### config.mk
export PLATFORM = sky130hd
export DESIGN_NAME = adain_seq_ctrl
export DESIGN_NICKNAME = d
export VERILOG_FILES = /design/src/rtl/adain_seq_ctrl.sv
export SDC_FILE = /design/constraint.sdc
export NUM_CORES = 1
export LEC_CHECK = 0
export BUFFER_PORTS_ARGS = -buffer_cell sky130_fd_sc_hd__buf_2
export CORE_AREA = 2 2 75 77
export CTS_CLUSTER_SIZE = 12
export DETAILED_ROUTE_END_ITERATION = 16
export DIE_AREA = 0 0 77 79
export RECOVER_POWER = 50
export SETUP_SLACK_MARGIN = 0.02
export SLEW_MARGIN = 20
export SYNTH_ARGS = -nofsm -noshare
export SYNTH_HDL_FRONTEND = slang
export SYNTH_SLANG_ARGS = --single-unit
### constraint.sdc
create_clock -name clk -period 5.2 [get_ports clk]
set_input_delay 0.52 -clock clk [delete_from_list [all_inputs] [get_ports clk]]
set_output_delay 0.52 -clock clk [all_outputs]
set_load 0.01 [all_outputs]
### src/rtl/adain_seq_ctrl.sv
// adain_seq_ctrl -- sequencer for one AdaIN channel pass.
//
// Runs three streaming passes over channel memory (SUM, VAR, NORM), with a
// fixed 4-step compute phase (MEAN, INVSQ) after each of the first two.
// It drives the phase code, sub-step index and enables consumed by the
// shift-amount generator, MAC accumulator and normalize pipeline, and it
// owns the output valid/ready handshake.
//
// Ports:
//   clk, rst        clock, synchronous active-high reset
//   start, n_pixels begin a pass with N pixels (sampled in IDLE only)
//   abort           synchronous cancel of a running pass
//   rd_en, rd_addr  memory read strobe/address (1-cycle read latency)
//   acc_clr, acc_en accumulator clear / accumulate
//   state, l_count  phase code and MEAN/INVSQ sub-step index
//   en_shift        shift-amount register enable
//   pipe_en         normalize pipeline advance (combinational)
//   out_valid       normalized pixel available; out_ready = downstream accepts
//   busy, done, err status: not idle / completion pulse / rejected start
module adain_seq_ctrl #(
  parameter int N_MAX    = 128,
  parameter int WIDTH_N  = $clog2(N_MAX + 1),
  parameter int MAC_LAT  = 2,
  parameter int NORM_LAT = 3
) (
  input  logic                      clk,
  input  logic                      rst,
  input  logic                      start,
  input  logic [WIDTH_N-1:0]        n_pixels,
  input  logic                      abort,
  output logic                      rd_en,
  output logic [$clog2(N_MAX)-1:0]  rd_addr,
  output logic                      acc_clr,
  output logic                      acc_en,
  output logic [2:0]                state,
  output logic [1:0]                l_count,
  output logic                      en_shift,
  output logic                      pipe_en,
  output logic                      out_valid,
  input  logic                      out_ready,
  output logic                      busy,
  output logic                      done,
  output logic                      err
);

  localparam int ADDR_W = $clog2(N_MAX);
  localparam int DW     = $clog2(MAC_LAT + 1);
  localparam logic [WIDTH_N-1:0] N_MAX_W = WIDTH_N'(N_MAX);
  localparam logic [DW-1:0]      DRAIN_LAST = DW'(MAC_LAT - 1);

  typedef enum logic [2:0] {
    S_IDLE  = 3'b000,
    S_SUM   = 3'b001,
    S_MEAN  = 3'b010,
    S_INVSQ = 3'b011,
    S_VAR   = 3'b101,
    S_NORM  = 3'b110,
    S_DONE  = 3'b111
  } state_t;

  state_t              cur, nxt;
  logic [ADDR_W-1:0]   n_last, next_n_last;   // N-1, terminal address/count
  logic [ADDR_W-1:0]   xfer, next_xfer;       // completed NORM transfers
  logic [DW-1:0]       drain, next_drain;     // MAC drain cycles elapsed
  logic [ADDR_W-1:0]   next_addr;
  logic [1:0]          next_l;
  logic                next_rd_en, next_acc_clr, next_acc_en, next_en_shift;
  logic                next_done, next_err;
  logic [NORM_LAT-1:0] vpipe;                 // valid tokens in the normalize pipe
  logic                flush;

  assign state     = cur;
  assign out_valid = vpipe[NORM_LAT-1];
  assign pipe_en   = !(out_valid && !out_ready);
  assign flush     = abort && (cur != S_IDLE);

  always_comb begin
    nxt           = cur;
    next_n_last   = n_last;
    next_xfer     = xfer;
    next_drain    = drain;
    next_addr     = rd_addr;
    next_l        = 2'd0;
    next_rd_en    = 1'b0;
    next_acc_clr  = 1'b0;
    next_acc_en   = rd_en && pipe_en;
    next_en_shift = 1'b0;
    next_done     = 1'b0;
    next_err      = 1'b0;

    if (flush) begin
      nxt         = S_IDLE;
      next_addr   = '0;
      next_xfer   = '0;
      next_drain  = '0;
      next_acc_en = 1'b0;
    end else begin
      unique case (cur)
        S_IDLE: begin
          if (start) begin
            if (n_pixels == '0 || n_pixels > N_MAX_W) begin
              next_err = 1'b1;
            end else begin
              nxt          = S_SUM;
              next_n_last  = ADDR_W'(n_pixels - WIDTH_N'(1));
              next_addr    = '0;
              next_rd_en   = 1'b1;
              next_acc_clr = 1'b1;
              next_drain   = '0;
            end
          end
        end

        // rd_en low inside SUM/VAR marks the MAC drain tail.
        S_SUM, S_VAR: begin
          if (rd_en) begin
            if (rd_addr != n_last) begin
              next_rd_en = 1'b1;
              next_addr  = rd_addr + ADDR_W'(1);
            end
          end else if (drain == DRAIN_LAST) begin
            next_drain    = '0;
            nxt           = (cur == S_SUM) ? S_MEAN : S_INVSQ;
            next_en_shift = 1'b1;
          end else begin
            next_drain = drain + DW'(1);
          end
        end

        S_MEAN, S_INVSQ: begin
          if (l_count == 2'd3) begin
            next_addr  = '0;
            next_rd_en = 1'b1;
            if (cur == S_MEAN) begin
              nxt          = S_VAR;
              next_acc_clr = 1'b1;
            end else begin
              nxt       = S_NORM;
              next_xfer = '0;
            end
          end else begin
            next_l        = l_count + 2'd1;
            next_en_shift = 1'b1;
          end
        end

        S_NORM: begin
          next_rd_en = rd_en;
          if (pipe_en && rd_en) begin
            if (rd_addr == n_last) next_rd_en = 1'b0;
            else                   next_addr  = rd_addr + ADDR_W'(1);
          end
          if (out_valid && out_ready) begin
            if (xfer == n_last) begin
              nxt        = S_DONE;
              next_done  = 1'b1;
              next_rd_en = 1'b0;
            end else begin
              next_xfer = xfer + ADDR_W'(1);
            end
          end
        end

        S_DONE: nxt = S_IDLE;

        default: nxt = S_IDLE;
      endcase
    end
  end

  always_ff @(posedge clk) begin
    if (rst) begin
      cur      <= S_IDLE;
      n_last   <= '0;
      xfer     <= '0;
      drain    <= '0;
      rd_addr  <= '0;
      l_count  <= 2'd0;
      rd_en    <= 1'b0;
      acc_clr  <= 1'b0;
      acc_en   <= 1'b0;
      en_shift <= 1'b0;
      busy     <= 1'b0;
      done     <= 1'b0;
      err      <= 1'b0;
    end else begin
      cur      <= nxt;
      n_last   <= next_n_last;
      xfer     <= next_xfer;
      drain    <= next_drain;
      rd_addr  <= next_addr;
      l_count  <= next_l;
      rd_en    <= next_rd_en;
      acc_clr  <= next_acc_clr;
      acc_en   <= next_acc_en;
      en_shift <= next_en_shift;
      busy     <= (nxt != S_IDLE);
      done     <= next_done;
      err      <= next_err;
    end
  end

  // Only NORM reads enter the valid pipe; the whole pipe freezes on stall.
  always_ff @(posedge clk) begin
    if (rst || flush) begin
      vpipe <= '0;
    end else if (pipe_en) begin
      vpipe <= (vpipe << 1) | NORM_LAT'(rd_en && (cur == S_NORM));
    end
  end

endmodule

Yosys cells after proc, flatten, opt, wreduce, memory -nomap -nowiden:

Cells that the tools add are included.

* add/sub/neg operators: 5
* order comparisons: 1
* equality and inequality tests: 21
* multiplexer cells: 48
* bitwise operators: 8
* reduce and logical (&&, ||, !) cells: 26

Operators by type and width (count)
* 7-bit 2-to-1 mux: 11
* 7-bit case mux with 4 select lines: 1
* 3-bit 2-to-1 mux: 8
* 2-bit inequality test (second input constant): 11
* 1-bit 2-to-1 mux: 17
* 7-bit by 1-bit adder with 7-bit output (second input constant): 2
* 7-bit == test: 2
* 7-bit case mux with 2 select lines: 1
* 3-bit case mux with 4 select lines: 1
* 4-bit OR reduction: 3
* 2-bit 2-to-1 mux: 5
* 8-bit > comparator (second input constant): 1
* 8-bit logical NOT: 1
* 4-bit AND reduction: 2
* 8-bit AND reduction: 1
* 7-bit inequality test: 1
* 1-bit NOT: 7
* 7-bit by 1-bit subtractor with 7-bit output (second input constant): 1
* 3-bit by 2-bit == test with 1-bit output (second input constant): 2
* 3-bit == test (second input constant): 2
* 3-bit nonzero test: 2
* 2-bit OR reduction: 3
* 1-bit logical AND: 5
* 5-bit AND reduction: 1
* 13 further kinds: 18

* flip-flop bits (word level): 38
* input port bits: 13
* output and inout port bits: 21
* word-level logic and storage cells: 123

Longest topological paths before layout:

Gate-level depths: netlist of run 1.

* depth in word-level cells: 8
* mapped depth: 9
* gate-level depth less buffers: 8

Least setup slack after synthesis of run 1:

Ideal clock, no wire load.

* path type: input port to flip-flop
* from: in n_pixels[0]
* to: reg rd_addr[2]
* setup time: 117 ps
* data arrival time: 2006 ps
* required time: 5083 ps
* setup slack: 3076 ps
* cell stages on the path: 8
* buffers on the path: 0
* cell sequence: inv_1 ha_1 nor4b_2 and3b_1 o31a_1 a211oi_4 o21ai_1 a32o_1

* longest elaborated chain between the ends: 4
* elaborated cells on any way between the ends: 5
* classes of those cells: 1 x order compare; 1 x eq/ne; 3 x reduce/logical

RTL lines
* start, declared: line 29 `input logic [WIDTH_N-1:0] n_pixels,`
* 8-bit > comparator / 8-bit logical NOT (equally long branches): line 101 `if (n_pixels == '0 || n_pixels > N_MAX_W) begin`
* 1-bit logical OR *: line 101
* 2-bit inequality test (no line) *
* 8-bit AND reduction (no line) *
* end signal, assigned: line 191 `rd_addr <= next_addr;`
* end, declared: line 32 `output logic [$clog2(N_MAX)-1:0] rd_addr,`

Every way passes the cells marked *; elsewhere a longest branch is shown, timed or not.
A chain may end at the register's enable or synchronous reset.

Worst setup path in the final report of run 1:

* from: reg cur[0] (netlist: state[0])
* to: reg rd_addr[3]

* longest elaborated chain between the ends: 4
* elaborated cells on any way between the ends: 21
* classes of those cells: 12 x eq/ne; 1 x mux; 8 x reduce/logical

RTL lines
* start, declared: line 61 `state_t cur, nxt;`
* start signal, assigned: line 187 `cur <= nxt;`
* 3-bit by 2-bit == test with 1-bit output (tied with other cells): line 98 `unique case (cur)`
* 2-bit OR reduction: line 98
* 4-bit nonzero test (no line) / 2-bit inequality test (equally long branches)
* 8-bit AND reduction (no line)

Several ways; a longest one is shown, not always the timed one.

==> flow_metrics.tcl, run 1 <==
set metrics [dict create \
    portBuffers 33 \
    clkTransAtPathRegs_ns 0.08 \
    cpPeakStageDelay_ns 0.62 \
    root_buffer "clkbuf_8" \
    synthFlopType "dfxtp_1" \
    syn_avg_cell_area_um2 8.460 \
    drt-initial-drc-count 62 \
    drc 0 \
    slew_viol_final 0 \
    mostFrequentLayoutCells "38 x dfxtp_1, 32 x nor2_1, 21 x clkbuf_1, 20 x xnor2_1, 15 x nand2_1" \
    tritoncts "done" \
    dieHeight_um 79 \
    cp.buffers_inverters 1 \
    tns_ns 0 \
    antenna_found_initial 0 \
    fin_worst_skew_ns 0.008920 \
    ir_drop_uv 141.6 \
    via_per_inst 5.145 \
    num_rows 27 \
    fin_ws_ns 2.827 \
    worst_pin_slew_ns 0.9728 \
    multi_input_area_mm2 0.001196 \
    synth-seq-cells 38 \
    syn_inst 239 \
    stdcell_count 344 \
    max_freq_ghz 0.4214 \
    register_area_um2 760.7 \
    maxCapViolCount 0 \
    cts_buffer_depth 2 \
    io_pins 34 \
    grt-ovfl-total 0 \
    core_mm2 0.005338 \
    crit_family "compound AO/OA/AOI/OAI gates" \
    drive_gt1_share_pct 10.66 \
    fin_util_pct 43.18 \
    synth_area_mm2 0.002022 \
    wl_per_cell_um 13.28 \
    path_class "reg -> reg" \
    p_total_mw 0.6109 \
    cellPowerDensity_mw_per_mm2 265.0 \
    die_x_um 77 \
    period_share_pct 45.63 \
    synth_fp_nets 257 \
    cts_buffers 5 \
    async_flop_share_pct 0 \
    crit_chain "and3b_1 -> nor2_2 -> inv_1 -> a211oi_4 -> o21ai_1 -> a32o_1" \
    rsz0062_at_grt "false" \
    dp_worst_setup_slack_ns 2.738 \
    die_area_mm2 0.006083 \
    start_util_pct 37.88 \
    hpwl_mm 3.388 \
    grt_usage_pct 15.99 \
    htree_levels 2 \
    start_kind "flip-flop" \
    cts_resized 0 \
    hold_viol_final 0 \
    synth_edf_count 0 \
    cts_setup_buffers 0 \
    ys_warn_count 0 \
    setup_viol 0 \
    num-nets-final 289 \
    place_area_mm2 0.002245 \
    power_leakage_nw 0.8526 \
    outcome "finished clean" \
    ant_nets 0 \
    grt_max_degree 19 \
    cp.arrival_ns 2.57 \
    ctsHoldBuffers 0 \
    area_growth_pct 13.99 \
    hp-class "reg -> reg" \
    dp_cells 336 \
    end_kind "flip-flop" \
    finalWirelength_mm 4.569 \
    ys_types 42 \
    dr.pass1.iters 4 \
    worstPathRequired_ns 5.39 \
    crit_slowest_cell "dfxtp_1" \
    grt_pass1_wl_mm 7.679 \
    hold-worst-slack_ns 0.4494 \
    gp_congestion 0.8078 \
    postLayoutCellArea_mm2 0.002305 \
    slew_headroom_pct 35.15 \
    grt_pass1_vias 1637 \
    antenna_cells 0 \
    num_vias 1770 \
    post-route-min-period_ns 2.373 \
    ys_seq_area_share_pct 37.62 \
    mostFrequentLayoutCell "dfxtp_1" \
    fill_cells 583 \
    worstPathMaxFanout 16 \
    clock-sinks 38 \
    clk-insertion-delay-late_ns 0.30 \
]
==> worst reg2reg max path, cell delays in order (launching register included) <==
cell      delay (ns)
dfxtp_1         0.62
and3b_1         0.30
nor2_2          0.37
inv_1           0.16
a211oi_4        0.43
o21ai_1         0.13
a32o_1          0.27
==> registers in the layout (all words and copies together) (netlist names) <==
name      count
rd_addr       7
done          1
err           1
busy          1
n_last        7
rd_en         1
xfer          7
vpipe         3
drain         2
acc_en        1
en_shift      1
state         3
acc_clr       1
l_count       2
==> layout make-up <==
cell class,instances,share of cell area [%]
tap,72,3.909
inverter,7,1.140
clock buffer,7,3.746
timing repair buffer,33,6.080
multi-input combinational,186,51.90
sequential,38,33.01
clock inverter,1,0.2172
==> routing by layer <==
layer | part of all wire, % | global-route usage [%] | vias up
met5 | 0 | 0 | -
met4 | 1.6 | 6.964 | 0
met3 | 3.0 | 3.182 | 7
met2 | 48 | 26.23 | 24
met1 | 48 | 20.51 | 828
li1 | - | - | 911
==> report_power, final <==
part | total [mW] | internal (mW) | switching, mW | leakage [nW]
combinational | 0.0874 | 0.0341 | 0.0533 | 0.496
clock | 0.211 | 0.107 | 0.105 | 0.0482
sequential | 0.312 | 0.300 | 0.0122 | 0.308
==> cells in the mapped netlist (2+ instances only) <==
master	instances	area (um2)
a2111oi_2	2	30.03
a211oi_1	6	45.04
a21oi_1	13	65.06
a32o_1	5	50.05
and2_1	3	18.77
and3_1	6	37.54
and3b_1	2	17.52
buf_2	2	10.01
clkbuf_1	6	22.52
dfxtp_1	38	760.7
ha_1	5	62.56
inv_1	6	22.52
mux2i_1	2	20.02
nand2_1	15	56.30
nand2b_1	4	25.02
nand3_1	14	70.07
nand4_1	2	12.51
nor2_1	32	120.1
nor2b_1	5	31.28
nor3_1	7	35.03
nor3b_1	6	45.04
nor4_2	2	25.02
o21ai_0	5	25.02
o21ai_1	6	30.03
o22ai_1	2	12.51
or3_1	4	25.02
xnor2_1	20	175.2
xor2_1	5	43.79
==> cell families (layout without fill, tap and decap cells) <==
family	Yosys count	in the layout	synth area share (%)
buffers and inverters	15	48	2.908
DFF	38	38	37.62
AOI/OAI and AO/OA	49	49	17.33
xor gates and xnor gates	25	25	10.83
adders and majority gates	5	5	3.094
muxes	2	2	0.9901
and+or+nand+nor	105	105	27.23
==> path summary, 6_finish.rpt <==
path                                             from                      end  slack, ns  depth (start not counted)
worst max-delay path              state[0]$_SDFF_PP0_  rd_addr[3]$_SDFFE_PP0P_       2.83                          6
worst min register to register  l_count[0]$_SDFF_PP0_    l_count[0]$_SDFF_PP0_       0.45                          1
worst min-delay path            l_count[0]$_SDFF_PP0_    l_count[0]$_SDFF_PP0_       0.45                          1
worst max register to register    state[0]$_SDFF_PP0_  rd_addr[3]$_SDFFE_PP0P_       2.83                          6
Power figures use the tool's default switching activity.
==> inputs of run 2 (changes only) <==
- clock period: 5.2 -> 2 ns (I/O delays scaled with it)
==> flow_metrics.tcl, run 2 (same netlist as run 1, synthesis figures left out) <==
set metrics [dict create \
    outcome "finished clean" \
    portBuffers 33 \
    num-nets-final 311 \
    crit_chain "ha_1 -> nand2b_1 -> a31o_1 -> a211oi_4 -> o21ai_1 -> a32o_1" \
    maxCapViolCount 0 \
    post-route-min-period_ns 1.820 \
    io_pins 34 \
    ctsHoldBuffers 0 \
    mostFrequentLayoutCells "38 x dfxtp_1, 32 x nor2_1, 20 x xnor2_1, 20 x clkbuf_1" \
    num_vias 1834 \
    cp.arrival_ns 2.00 \
    gp_congestion 0.7799 \
    fin_ws_ns 0.1799 \
    antenna_found_initial 0 \
    grt_pass1_wl_mm 7.686 \
    path_class "reg -> reg" \
    cellPowerDensity_mw_per_mm2 646.9 \
    end_kind "flip-flop" \
    grt-ovfl-total 0 \
    clkTransAtPathRegs_ns 0.07 \
    stdcell_count 364 \
    area_growth_pct 22.59 \
    clk-insertion-delay-late_ns 0.29 \
    cp.buffers_inverters 0 \
    grt_pass1_vias 1602 \
    fin_util_pct 46.44 \
    worstPathRequired_ns 2.18 \
    htree_levels 2 \
    slew_headroom_pct 76.31 \
    cts_buffer_depth 2 \
    setup_viol 0 \
    start_util_pct 37.88 \
    ant_nets 0 \
    cpPeakStageDelay_ns 0.35 \
    worst_pin_slew_ns 0.3543 \
    antenna_cells 0 \
    drc 0 \
    dr.pass1.iters 4 \
    dieHeight_um 79 \
    power_leakage_nw 0.9670 \
    die_area_mm2 0.006083 \
    drive_gt1_share_pct 17.47 \
    drt-initial-drc-count 51 \
    die_x_um 77 \
    clock-sinks 38 \
    via_per_inst 5.038 \
    worstPathMaxFanout 7 \
    start_kind "flip-flop" \
    core_mm2 0.005338 \
    fin_worst_skew_ns 0.009508 \
    tritoncts "done" \
    hold_viol_final 0 \
    hpwl_mm 3.668 \
    crit_slowest_cell "dfxtp_1" \
    grt_usage_pct 16.12 \
    rsz0062_at_grt "false" \
    crit_family "compound AO/OA/AOI/OAI gates" \
    slew_viol_final 0 \
    cts_buffers 5 \
    reg.largest.list "n_last (7), rd_addr (7), xfer (7)" \
    tns_ns 0 \
    dp_worst_setup_slack_ns -0.08217 \
    num_rows 27 \
    period_share_pct 91.00 \
    finalWirelength_mm 4.686 \
    max_freq_ghz 0.5494 \
    p_total_mw 1.604 \
    mostFrequentLayoutCell "dfxtp_1" \
    hp-class "in -> reg" \
    root_buffer "clkbuf_8" \
    dp_cells 358 \
    grt_max_degree 18 \
    cts_setup_buffers 0 \
    wl_per_cell_um 12.87 \
    ir_drop_uv 305.7 \
]
## run 2: changes by cell type in the layout (fill, tap and decap cells not counted)
cell and change:
buf_4 +17, buf_2 +4, buf_12 +1, clkbuf_1 -1
clkinv_2 -1, nor4b_1 -1, nor4b_4 +1
## run 2: final timing paths
check	start	to	slack (ns)	cells past startpoint
max	l_count[0]$_SDFF_PP0_	rd_addr[2]$_SDFFE_PP0P_	0.18	6
min	start	err$_SDFF_PP0_	0.20	3
max reg2reg	l_count[0]$_SDFF_PP0_	rd_addr[2]$_SDFFE_PP0P_	0.18	6
min reg2reg	l_count[0]$_SDFF_PP0_	l_count[0]$_SDFF_PP0_	0.44	1
## run 2: stage by stage
step                area, um2  hold slack [ns]
floorplan                2022           0.3622
finish                   2479           0.2032
CTS                      2505           0.1950
detailed placement       2422           0.4348
global placement         2422           0.4354
global route             2479           0.2205
## run 2: cell type report
class	count	area [um2]
Clock buffer	6	82.58
Fill cell	579	2859
Inverter	7	26.28
Multi-Input combinational cell	186	1211
Sequential cell	38	760.7
Tap cell	72	90.09
Timing Repair Buffer	55	307.8
## run 2: worst reg2reg max path, delay by kind of cell (launching register included)
| family | cells | cell delay [ns] |
|---|---|---|
| AO/OA/AOI/OAI | 4 | 1.01 |
| adder cells (fa/ha/maj) | 1 | 0.26 |
| flip-flops | 1 | 0.35 |
| AND/OR/NAND/NOR | 1 | 0.10 |
## run 2: where the power goes
group          leakage [nW]  total, mW  switching, mW  internal [mW]
combinational         0.616      0.281          0.156          0.124
clock                0.0431      0.521          0.255          0.266
sequential            0.308      0.802         0.0223          0.780
## run 2: timing repair
action                                  in CTS  in global routing
gates resized for setup                      0                  1
endpoints found under the setup margin       0                  5
endpoints found under the hold margin        0                  0
## run 2: metal layers
metal	wire length (um)	up-vias	GRT usage [%]
met5	0	-	0
met4	60	0	5.357
met3	176	7	3.977
met2	2163	34	25.53
met1	2287	842	21.59
li1	-	951	-
